$ cat src/rtl/identifier_fsm.sv
// Streaming recognizer: out is high while the character stream so far
// ends in one or more letters followed by one or more digits.
module identifier_fsm (
  input  logic       clk,
  input  logic       rst_n,
  input  logic [7:0] char,
  output logic       out
);

  typedef enum logic [1:0] {
    IDLE = 2'b00,
    LET  = 2'b01,
    DIG  = 2'b10
  } state_t;

  state_t state;
  logic   is_let;
  logic   is_dig;

  always_comb begin
    is_let = ((char >= 8'h41) && (char <= 8'h5A)) ||
             ((char >= 8'h61) && (char <= 8'h7A));
    is_dig = (char >= 8'h30) && (char <= 8'h39);
  end

  // A digit only advances from a letter run or an existing digit run;
  // the spare 2'b11 encoding falls through to IDLE.
  always_ff @(posedge clk or negedge rst_n) begin
    if (!rst_n) begin
      state <= IDLE;
    end else begin
      case (state)
        IDLE:    state <= is_let ? LET : IDLE;
        LET:     state <= is_let ? LET : (is_dig ? DIG : IDLE);
        DIG:     state <= is_dig ? DIG : (is_let ? LET : IDLE);
        default: state <= IDLE;
      endcase
    end
  end

  assign out = (state == DIG);

endmodule

$ cat config.mk
export PLATFORM = sky130hd
export DESIGN_NAME = identifier_fsm
export DESIGN_NICKNAME = d
export VERILOG_FILES = /design/src/rtl/identifier_fsm.sv
export SDC_FILE = /design/constraint.sdc
export NUM_CORES = 1
export LEC_CHECK = 0
export ABC_CLOCK_PERIOD_IN_PS = 1300
export BUFFER_PORTS_ARGS = -buffer_cell sky130_fd_sc_hd__buf_4
export CORE_AREA = 8 8 45 47
export DETAILED_ROUTE_END_ITERATION = 6
export DIE_AREA = 0 0 53 55
export HOLD_SLACK_MARGIN = 0.03
export MAX_ROUTING_LAYER = met4
export PLACE_DENSITY = 0.33
export SYNTH_ARGS = -nofsm -noshare
export SYNTH_HDL_FRONTEND = slang
export SYNTH_SLANG_ARGS = --single-unit
$ cat constraint.sdc
create_clock -name clk -period 1.3 [get_ports clk]
set_clock_uncertainty 0.2 [all_clocks]
set_input_delay 0.065 -clock clk [delete_from_list [all_inputs] [get_ports clk]]
set_output_delay 0.065 -clock clk [all_outputs]
set_load 0.03 [all_outputs]
Yosys cells after proc, flatten, opt, wreduce, memory -nomap -nowiden
Index checks and enable logic that the tools add are counted.
- output and inout bits: 1
- word-level logic and storage cells: 19
- bits of input ports: 10
- register bits: 2
- $lt $le $gt $ge: 6
- mux-type cells: 5
- eq/ne operators: 2
- reductions and logical operators: 5
- operators with widths (kind ; number):
    greater-or-equal comparator 8 x 7 -> 1 bit, second input constant ; 2
    less-or-equal comparator 8 x 7 -> 1 bit, second input constant ; 2
    greater-or-equal comparator 8 x 6 -> 1 bit, second input constant ; 1
    less-or-equal comparator 8 x 6 -> 1 bit, second input constant ; 1
    2-to-1 mux 2 bit ; 3
    one-hot mux 2 bit (3 select lines) ; 1
    logical AND 1 bit ; 3
    == test 2 x 1 -> 1 bit, second input constant ; 1
    == test 2 bit, second input constant ; 1
    logical NOT 2 bit ; 1
    logical OR 1 bit ; 1
    2-to-1 mux 1 bit ; 1

Longest topological paths before layout
- word-level depth: 6
- depth in mapped cells: 3

Least setup slack after synthesis
Ideal clock, no wire load.
- path type: register to output
- from: register state[0]
- to: output port out
- data required time: 1.035 ns
- data arrival time: 0.829 ns
- stages on the path, launching flop included: 2
- setup slack: 0.206 ns
- buffers on the path: 0
- path through: dfrtp_1 nor2b_1
- word-level cells in the longest chain between the ends: 1
- RTL lines (element ; line ; RTL):
    start, declared ; 16 ; state_t state;
    start signal, assigned ; 33 ; IDLE: state <= is_let ? LET : IDLE;
    start signal, assigned ; 34 ; LET: state <= is_let ? LET : (is_dig ? DIG : IDLE);
    start signal, assigned ; 35 ; DIG: state <= is_dig ? DIG : (is_let ? LET : IDLE);
    == test 2 bit ; 41 ; assign out = (state == DIG);
    end, declared ; 7 ; output logic out
Every way passes these cells.

Worst setup path after layout
- from: register state[1]
- to: output port out
Same word-level chain as after synthesis.

==> impl_metrics.tcl <==
set metrics [dict create \
    period_minus_slack_ns 1.18 \
    die-area_um2 2920 \
    fill_cells 163 \
    setup_viol 0 \
    grt_usage 0.0456 \
    min_period_over_period 0.905 \
    ys_warn_count 0 \
    end_kind "primary output" \
    grt_start_max_net_pins 4 \
    fin_nets 46 \
    vias 184 \
    antenna_found_initial 0 \
    ys.flop_type "dfrtp_1" \
    setup_ws_ns 0.124 \
    cts_root_buffer "clkbuf_4" \
    synth_area_um2 133 \
    critical_path_class "reg2out" \
    yosysSeqAreaShare 0.377 \
    run_status "finished, violations left" \
    synthToLayoutAreaGrowth_pct 134 \
    synth_top_cell_by_area "dfrtp_1" \
    drv_cap 0 \
    rows 14 \
    holdWs_ns -0.0461 \
    vias_per_cell 3.68 \
    regMostFlops "state" \
    postCtsSetupBuffers 0 \
    drtIter0Drc 0 \
    crit_slowest_cell "dfrtp_1" \
    start_util 0.0958 \
    cts_buffers 3 \
    grt_pass1_wl_um 897 \
    fmax_ghz 0.850 \
    drt-pass1-iter-count 1 \
    synth_nets 25 \
    clk_pin_slew_ns 0.03 \
    powerDensity_nw_per_um2 813 \
    r2r_cells 2 \
    clk_latency_ns 0.22 \
    ios 11 \
    synth_edf_count 0 \
    place_area_um2 228 \
    netlist.area_leader.share 0.377 \
    hp-class "in2reg" \
    rsz0062_at_grt "no" \
    cts_num_sinks 2 \
    synthTopCellsByArea "dfrtp_1 (38%), nor2b_1 (9.4%), nor4bb_1 (7.5%)" \
    ys_top_cells_by_count "dfrtp_1 (2), nor2b_1 (2), o21ai_0 (2)" \
    clk_path_buf_depth 2 \
    start_kind "flop" \
    wirelength_um 479 \
    ant_nets 0 \
    regToRegEndpoint "state[0]$_DFF_PN0_" \
    crit_arrival_ns 0.91 \
    multi_input_area_um2 82.6 \
    wl_per_cell_um 9.58 \
    layoutNonFillerInstCount 50 \
    synthCells 15 \
    avgSynthCellArea_um2 8.84 \
    synth-seq-cells 2 \
    place_congestion 0.591 \
    port_buffers 10 \
    die_w_um 53 \
    crit_start "state[1]$_DFF_PN0_" \
    grt_util_met2 0.0547 \
    die_height_um 55 \
    placedCellCount 41 \
    core_area_um2 1380 \
    cts_tree "built" \
    cts_hold_buf 6 \
    async_flop_share 1.00 \
    grtUsageMet3 0.0267 \
    slew_headroom 0.760 \
    antenna_cells 0 \
    drc 0 \
    met1_usage 0.0470 \
    max-vdd-ir-drop_mv 0.164 \
    grt_pass1_vias 248 \
    grt_overflow 0 \
    crit_end "out" \
    reg2reg_from "state[0]$_DFF_PN0_" \
    busiest_layer "met2" \
    tightest_slew_ns 0.355 \
    r2r_setup_slack_ns 0.24 \
    required_ns 1.03 \
    hold_viol_final 1 \
    largest_register_ffs 2 \
    drv_slew 0 \
    drive_gt1_frac 0.382 \
    final_cell_area_um2 310 \
    slowest_delay_ns 0.39 \
    regArea_um2 50.0 \
    post-place-ws_ns 0.113 \
    top_regs "state x2" \
    ys_types 12 \
    p_leak_nw 0.158 \
    htreeDepth 1 \
    failed_checks "negative hold slack" \
    critical_path.max_fanout 3 \
    crit_chain "nor2b_1, buf_4" \
    setup_tns_ns 0 \
]
through the flow:
step                      power, mW   util
final                         0.252  0.224
after detailed placement      0.104  0.165
after global placement        0.103  0.165
after global routing          0.271  0.224
after CTS                     0.264  0.224
after floorplan              0.0776      -
critical path, delay by kind of cell, from the launching register on:
kind,cells,cell delay [ns]
buf+inv,1,0.16
simple gates,1,0.14
flops,1,0.39
cells by family (layout without fill, tap and decap cells):
kind of cell | Yosys count | count (layout) | share of synthesized area
xor gates and xnor gates | 1 | 1 | 0.0660
and+or+nand+nor | 7 | 7 | 0.330
AOI/OAI and AO/OA | 5 | 5 | 0.226
DFF | 2 | 2 | 0.377
buffers and inverters | 0 | 19 | 0
final cells by class:
class / count / share of cell area
repair buffers: 16 / 0.435
well taps: 16 / 0.0645
clock buffers: 3 / 0.0726
flip-flops and latches: 2 / 0.161
multi-input cells: 13 / 0.266
routing by layer:
metal | share of wire | vias up
li1 | - | 94
met1 | 0.50 | 79
met2 | 0.39 | 11
met3 | 0.11 | 0
met4 | 0 | 0
met5 | 0 | -
worst min-delay path by stage:
stage,start,endpoint,slack [ns],depth (start not counted)
2_1_floorplan,rst_n,state[0]$_DFF_PN0_,-0.43,0
3_3_place_gp,rst_n,state[1]$_DFF_PN0_,-0.35,1
3_5_place_dp,rst_n,state[1]$_DFF_PN0_,-0.35,1
4_1_cts,char[6],state[1]$_DFF_PN0_,-0.06,3
5_1_grt,char[6],state[1]$_DFF_PN0_,-0.04,3
6_report,char[6],state[1]$_DFF_PN0_,-0.05,3
what timing repair did:
action / 4_1_cts / 5_1_grt
hold endpoints to repair: 4 / 1
endpoints found under the setup margin: 0 / 0
resized for setup: 0 / 0
power by group:
| group | internal [mW] | total, mW | switching (mW) |
|---|---|---|---|
| sequential | 0.0648 | 0.0667 | 0.00192 |
| clock | 0.102 | 0.135 | 0.0330 |
| combinational | 0.0359 | 0.0510 | 0.0150 |
| total | 0.202 | 0.252 | 0.0499 |
layout by cell type, fill, tap and decap left out, types with 2 or more instances in the layout:
cell / count
o21ai_0: 2
nor2b_1: 2
dlygate4sd3_1: 6
dfrtp_1: 2
clkbuf_4: 3
buf_4: 10
Note: power is estimated with default switching activity, not from simulation.
